==> config.mk <==
export PLATFORM = sky130hd
export DESIGN_NAME = pixel_write_arbiter
export DESIGN_NICKNAME = d
export VERILOG_FILES = /design/src/rtl/draw_pkg.sv /design/src/rtl/rr_pick.sv /design/src/rtl/pixel_write_arbiter.sv
export SDC_FILE = /design/constraint.sdc
export NUM_CORES = 1
export LEC_CHECK = 0
export CAP_MARGIN = 40
export CORE_ASPECT_RATIO = 1.75
export CORE_MARGIN = 3
export CORE_UTILIZATION = 50
export DETAILED_ROUTE_END_ITERATION = 16
export DONT_BUFFER_PORTS = 1
export HOLD_SLACK_MARGIN = 0.08
export PLACE_DENSITY = 0.64
export SLEW_MARGIN = 20
export SYNTH_ARGS = -nofsm -noshare
export SYNTH_HDL_FRONTEND = slang
export SYNTH_SLANG_ARGS = --single-unit
export TNS_END_PERCENT = 50
==> constraint.sdc <==
create_clock -name clk -period 4.14 [get_ports clk]
set_input_delay 0.207 -clock clk [delete_from_list [all_inputs] [get_ports clk]]
set_output_delay 0.207 -clock clk [all_outputs]
set_load 0.02 [all_outputs]
==> src/rtl/draw_pkg.sv <==
// rtl/draw_pkg.sv - shared pixel-drawer field widths, arbiter states and colours
package draw_pkg;

   localparam int X_W = 8;
   localparam int Y_W = 7;
   localparam int C_W = 3;

   typedef enum logic [1:0] {
      IDLE    = 2'd0,
      GRANT   = 2'd1,
      RELEASE = 2'd2
   } arb_state_e;

   localparam logic [C_W-1:0] BLACK = 3'b000;
   localparam logic [C_W-1:0] WHITE = 3'b111;

endpackage

==> src/rtl/rr_pick.sv <==
// rtl/rr_pick.sv - combinational round-robin finder: first set req bit after ptr, wrapping at N
module rr_pick #(
   parameter int N  = 4,
   parameter int PW = $clog2(N)
) (
   input  logic [N-1:0]  req,
   input  logic [PW-1:0] ptr,
   output logic [PW-1:0] idx,
   output logic          valid
);

   logic [PW:0]   sum;
   logic [PW-1:0] cand;

   // Walk the search order backwards so the nearest candidate after ptr wins last.
   always_comb begin
      idx   = '0;
      valid = 1'b0;
      sum   = '0;
      cand  = '0;
      for (int k = N; k >= 1; k--) begin
         sum = {1'b0, ptr} + (PW+1)'(k);
         if (sum >= (PW+1)'(N)) begin
            sum = sum - (PW+1)'(N);
         end
         cand = sum[PW-1:0];
         if (req[cand]) begin
            idx   = cand;
            valid = 1'b1;
         end
      end
   end

endmodule

==> src/rtl/pixel_write_arbiter.sv <==
// rtl/pixel_write_arbiter.sv - round-robin owner of the VGA write port with watchdog release
module pixel_write_arbiter
   import draw_pkg::*;
#(
   parameter int N       = 4,
   parameter int TIMEOUT = 4096,
   parameter int TW      = 13
) (
   input  logic             clk,
   input  logic             resetn,
   input  logic [N-1:0]     req_active,
   input  logic [8*N-1:0]   req_x,
   input  logic [7*N-1:0]   req_y,
   input  logic [3*N-1:0]   req_colour,
   input  logic [N-1:0]     req_write,
   output logic [N-1:0]     grant,
   output logic [X_W-1:0]   vga_x,
   output logic [Y_W-1:0]   vga_y,
   output logic [C_W-1:0]   vga_colour,
   output logic             vga_plot,
   output logic             busy,
   output logic             timeout_err
);

   localparam int PW = $clog2(N);

   arb_state_e    state_q, state_d;
   logic [PW-1:0] owner_q, owner_d;
   logic [PW-1:0] rr_ptr_q, rr_ptr_d;
   logic [TW-1:0] wd_cnt_q, wd_cnt_d;
   logic          timeout_err_q, timeout_err_d;

   logic [X_W-1:0] vga_x_q;
   logic [Y_W-1:0] vga_y_q;
   logic [C_W-1:0] vga_colour_q;
   logic           vga_plot_q;

   logic [PW-1:0]  pick_idx;
   logic           pick_valid;
   logic [X_W-1:0] sel_x;
   logic [Y_W-1:0] sel_y;
   logic [C_W-1:0] sel_colour;

   rr_pick #(.N(N), .PW(PW)) u_rr_pick (
      .req   (req_active),
      .ptr   (rr_ptr_q),
      .idx   (pick_idx),
      .valid (pick_valid)
   );

   always_ff @(posedge clk) begin
      if (!resetn) begin
         state_q       <= IDLE;
         owner_q       <= '0;
         rr_ptr_q      <= PW'(N-1);
         wd_cnt_q      <= '0;
         timeout_err_q <= 1'b0;
      end else begin
         state_q       <= state_d;
         owner_q       <= owner_d;
         rr_ptr_q      <= rr_ptr_d;
         wd_cnt_q      <= wd_cnt_d;
         timeout_err_q <= timeout_err_d;
      end
   end

   always_comb begin
      state_d       = state_q;
      owner_d       = owner_q;
      rr_ptr_d      = rr_ptr_q;
      wd_cnt_d      = wd_cnt_q;
      timeout_err_d = 1'b0;
      case (state_q)
         IDLE: begin
            if (pick_valid) begin
               state_d  = GRANT;
               owner_d  = pick_idx;
               wd_cnt_d = '0;
            end
         end
         GRANT: begin
            wd_cnt_d = wd_cnt_q + TW'(1);
            if (!req_active[owner_q]) begin
               state_d  = RELEASE;
               rr_ptr_d = owner_q;
            end else if (wd_cnt_q == TW'(TIMEOUT-1)) begin
               state_d       = RELEASE;
               rr_ptr_d      = owner_q;
               timeout_err_d = 1'b1;
            end
         end
         RELEASE: state_d = IDLE;
         default: state_d = IDLE;
      endcase
   end

   always_comb begin
      grant       = (state_q == GRANT) ? (N'(1) << owner_q) : '0;
      busy        = (state_q == GRANT);
      timeout_err = timeout_err_q;
   end

   always_comb begin
      sel_x      = '0;
      sel_y      = '0;
      sel_colour = '0;
      for (int i = 0; i < N; i++) begin
         if (owner_q == PW'(i)) begin
            sel_x      = req_x[i*X_W +: X_W];
            sel_y      = req_y[i*Y_W +: Y_W];
            sel_colour = req_colour[i*C_W +: C_W];
         end
      end
   end

   // The owner's write is honoured on its last GRANT cycle even if active has dropped.
   always_ff @(posedge clk) begin
      if (!resetn) begin
         vga_x_q      <= '0;
         vga_y_q      <= '0;
         vga_colour_q <= '0;
         vga_plot_q   <= 1'b0;
      end else begin
         vga_plot_q <= (state_q == GRANT) & req_write[owner_q];
         if (state_q == GRANT) begin
            vga_x_q      <= sel_x;
            vga_y_q      <= sel_y;
            vga_colour_q <= sel_colour;
         end
      end
   end

   assign vga_x      = vga_x_q;
   assign vga_y      = vga_y_q;
   assign vga_colour = vga_colour_q;
   assign vga_plot   = vga_plot_q;

endmodule

==> impl_metrics.toml <==
[synth]
synth_edf_count = 0
synth_area_leader_cell = "dfxtp_1"
ys.warnings.count = 0
syn_nets = 311
syn_inst = 228
synth-compound-area-share_pct = 15.97
netlist.area_leader.share_pct = 36.77
synth_top_family_by_area = "multiplexers"
synthMuxAreaShare_pct = 21.21
yosysSeqAreaShare_pct = 36.77
syn_area_per_cell_um2 = 9.313
synth_area_um2 = 2123
synth_adder_area_share_pct = 0.5893
yosys.area_share.xor_xnor_pct = 1.650
synth.distinct_cells = 40
async_flop_share_pct = 0
yosys.area_share.simple_pct = 19.86
ys_ff_latch = 39
synthFlopType = "dfxtp_1"
ys_top_cells_by_area = "dfxtp_1 37%, mux4_2 21%, nand2_1 8.3%"

[global_route]
grt_use_met3_pct = 6.901
busiest_layer = "met2"
grt_pass1_vias = 1758
grt_usage_pct = 21.55
antenna_found_initial = 0
met2_usage_pct = 40.51
grt_overflow = 0
grt_pass1_wl_um = 8597
grt_use_met1_pct = 21.72
grt_max_degree = 40

[setup_path]
slowest_stage = "dfxtp_1"
arrival_ns = 2.32
cp_cell_sequence = "buf_8 > mux4_2 > o41ai_2 > a21boi_0 > a311o_1"
required_ns = 4.31
critPathMaxFanout = 16
worst_path_largest_cell_delay_ns = 0.62
path_buf_inv = 1
end_kind = "register"
start_kind = "register"
critPathKind = "register to register"
path_delay_family = "compound AO/OA/AOI/OAI gates"

[finish]
drive_gt1_share_pct = 17.33
seq_area_um2 = 780.7
fin_cells = 273
syn_to_final_growth_pct = 7.071
multiInputGateArea_um2 = 1259
final_area_um2 = 2273
nNetsFinal = 307
fill_cells = 360
n_antenna_cell = 0

[detailed_routing]
drc = 0
drt-wirelength-per-cell_um = 19.66
vias = 1800
first_iter_violations = 39
first_pass_iters = 5
vias_per_cell = 6.593
drtAntennaViolNets = 0
routed_wl_um = 5366

[sta]
rsz0062_at_grt = "no"
slew_headroom_pct = 54.27
clock_skew_ns = 0.005160
clock.fmax_ghz = 0.4667
final_hold_viol_count = 0
worst_hold_slack_ns = 0.1163
final-max-slew-violation-count = 0
worst_slew_pin_slew_ns = 0.6850
fin_crit_ns = 2.143
setup_tns_ns = 0
fin_crit_sh_pct = 51.76
finalSetupViolations = 0

[cts]
cts_setup_buffers = 0
cts_tree = "yes"
cts_root_buf = "clkbuf_8"
h-tree-depth = 2
cts.repair.resized = 0
numCtsBuffers = 5
cts_num_sinks = 39
clk_latency_ns = 0.29
cts.reportedPaths.clkPinSlew_ns = 0.07
cts.path.max_buffers = 2

[floorplanning]
start_util_pct = 53.36
coreArea_um2 = 3979
die_w_um = 55.26
io-pin-count = 107
num_rows = 30
die-area_um2 = 5095
fp.dieH_um = 92.21

[placed_design]
place_area_um2 = 2163
gp_congestion = 0.7795
io_buffers = 0
dp_cells = 264
dp_hpwl_um = 4074

[power]
power.density_nw_per_um2 = 418.8
ir_drop_mv = 0.3369
power.total_uw = 952.1
p_leak_uw = 0.0007425

[worst_hold_path]
hold_path_class = "input pin to register"

[run]
cap_violations = 0

[status]
status = "finished, final reports clean"
[what timing repair did]
action                     in CTS  in global routing
setup endpoints to repair       0                  0
hold endpoints to repair        6                  0
hold buffers                    1                  0
[cell usage after synthesis, types with 2 or more instances]
library cell  count
buf_1             4
o41ai_1           2
a31oi_1           4
nor3_1            4
nor4_1            2
o21ai_0           6
nand2b_1          3
or3_1             2
xnor2_1           2
nand2_1          47
mux4_2           20
xor2_1            2
nand4b_1          2
dfxtp_1          39
and3_1            4
inv_1             5
a21oi_1          28
a21boi_0          2
nand3_2           2
a311oi_1          2
nand3_1           3
nand4_1           3
buf_2             4
clkbuf_1          8
nor2_1           12
a311o_1           2
[cells by family after synthesis]
group           Yosys count
mux                      20
fa+ha+maj                 1
buf+inv                  21
xor+xnor                  4
flops                    39
compound gates           54
simple gates             89
[cell type report]
class	count	area share [%]
clock buffers	8	4.403
inverters	5	0.8255
multi-input cells	168	55.37
flip-flops and latches	39	34.34
well taps	48	2.642
repair buffers	5	2.422
[layer usage]
metal  vias to the layer above  routed length [um]
met1                       875                1816
met2                        83                3010
met3                         5                 463
met4                         0                  76
li1                        837                   -
met5                         -                   0
[power breakdown]
part           internal [uW]  total (uW)  switching [uW]  leakage, uW
Clock                    152         282             130    0.0000515
Combinational            101         215             113     0.000373
Sequential               405         455            50.7     0.000318
Total                    658         952             294     0.000742
[layout by cell type (no fill, tap or decap), types with 2 or more instances in the layout]
cell       n
nand4_1    3
nand4b_1   2
mux4_2    20
inv_1      4
nand3_1    3
o21ai_0    6
dfxtp_1   39
a21boi_0   2
a31oi_1    4
o41ai_1    2
nand2_1   47
nand3_2    2
buf_8      2
nand2b_1   3
buf_4      2
xnor2_1    2
nor4_1     2
clkbuf_8   7
xor2_1     2
a311oi_1   2
a311o_1    2
a21oi_1   28
and3_1     4
or3_1      2
nor3_1     4
nor2_1    12
[through the flow]
step	utilization, %	worst slack, ns
6_report	57.14	1.997
5_1_grt	57.14	1.852
4_1_cts	57.14	2.012
3_5_place_dp	54.37	2.028
3_3_place_gp	53.62	1.802
2_1_floorplan	-	2.346
[worst reg2reg max path: stages (launching register included)]
cell and delay (ns):
dfxtp_1 0.62, buf_8 0.23, mux4_2 0.54, o41ai_2 0.11, a21boi_0 0.17, a311o_1 0.36
[final timing paths]
kind / from / slack [ns] / to / cells after the start
max: owner_q[1] / 2.00 / rr_ptr_q[0] / 5
min: req_active[2] / 0.12 / owner_q[0] / 2
max reg2reg: owner_q[1] / 2.00 / rr_ptr_q[0] / 5
min reg2reg: wd_cnt_q[9] / 0.49 / wd_cnt_q[9] / 1
[flip-flops by register name (all words and copies together), names as in the netlist]
register	count
owner_q	2
rr_ptr_q	2
state_q	2
timeout_err	1
vga_colour	3
vga_plot	1
vga_x	8
vga_y	7
wd_cnt_q	13
No activity file was read; power rests on OpenSTA's default activity.
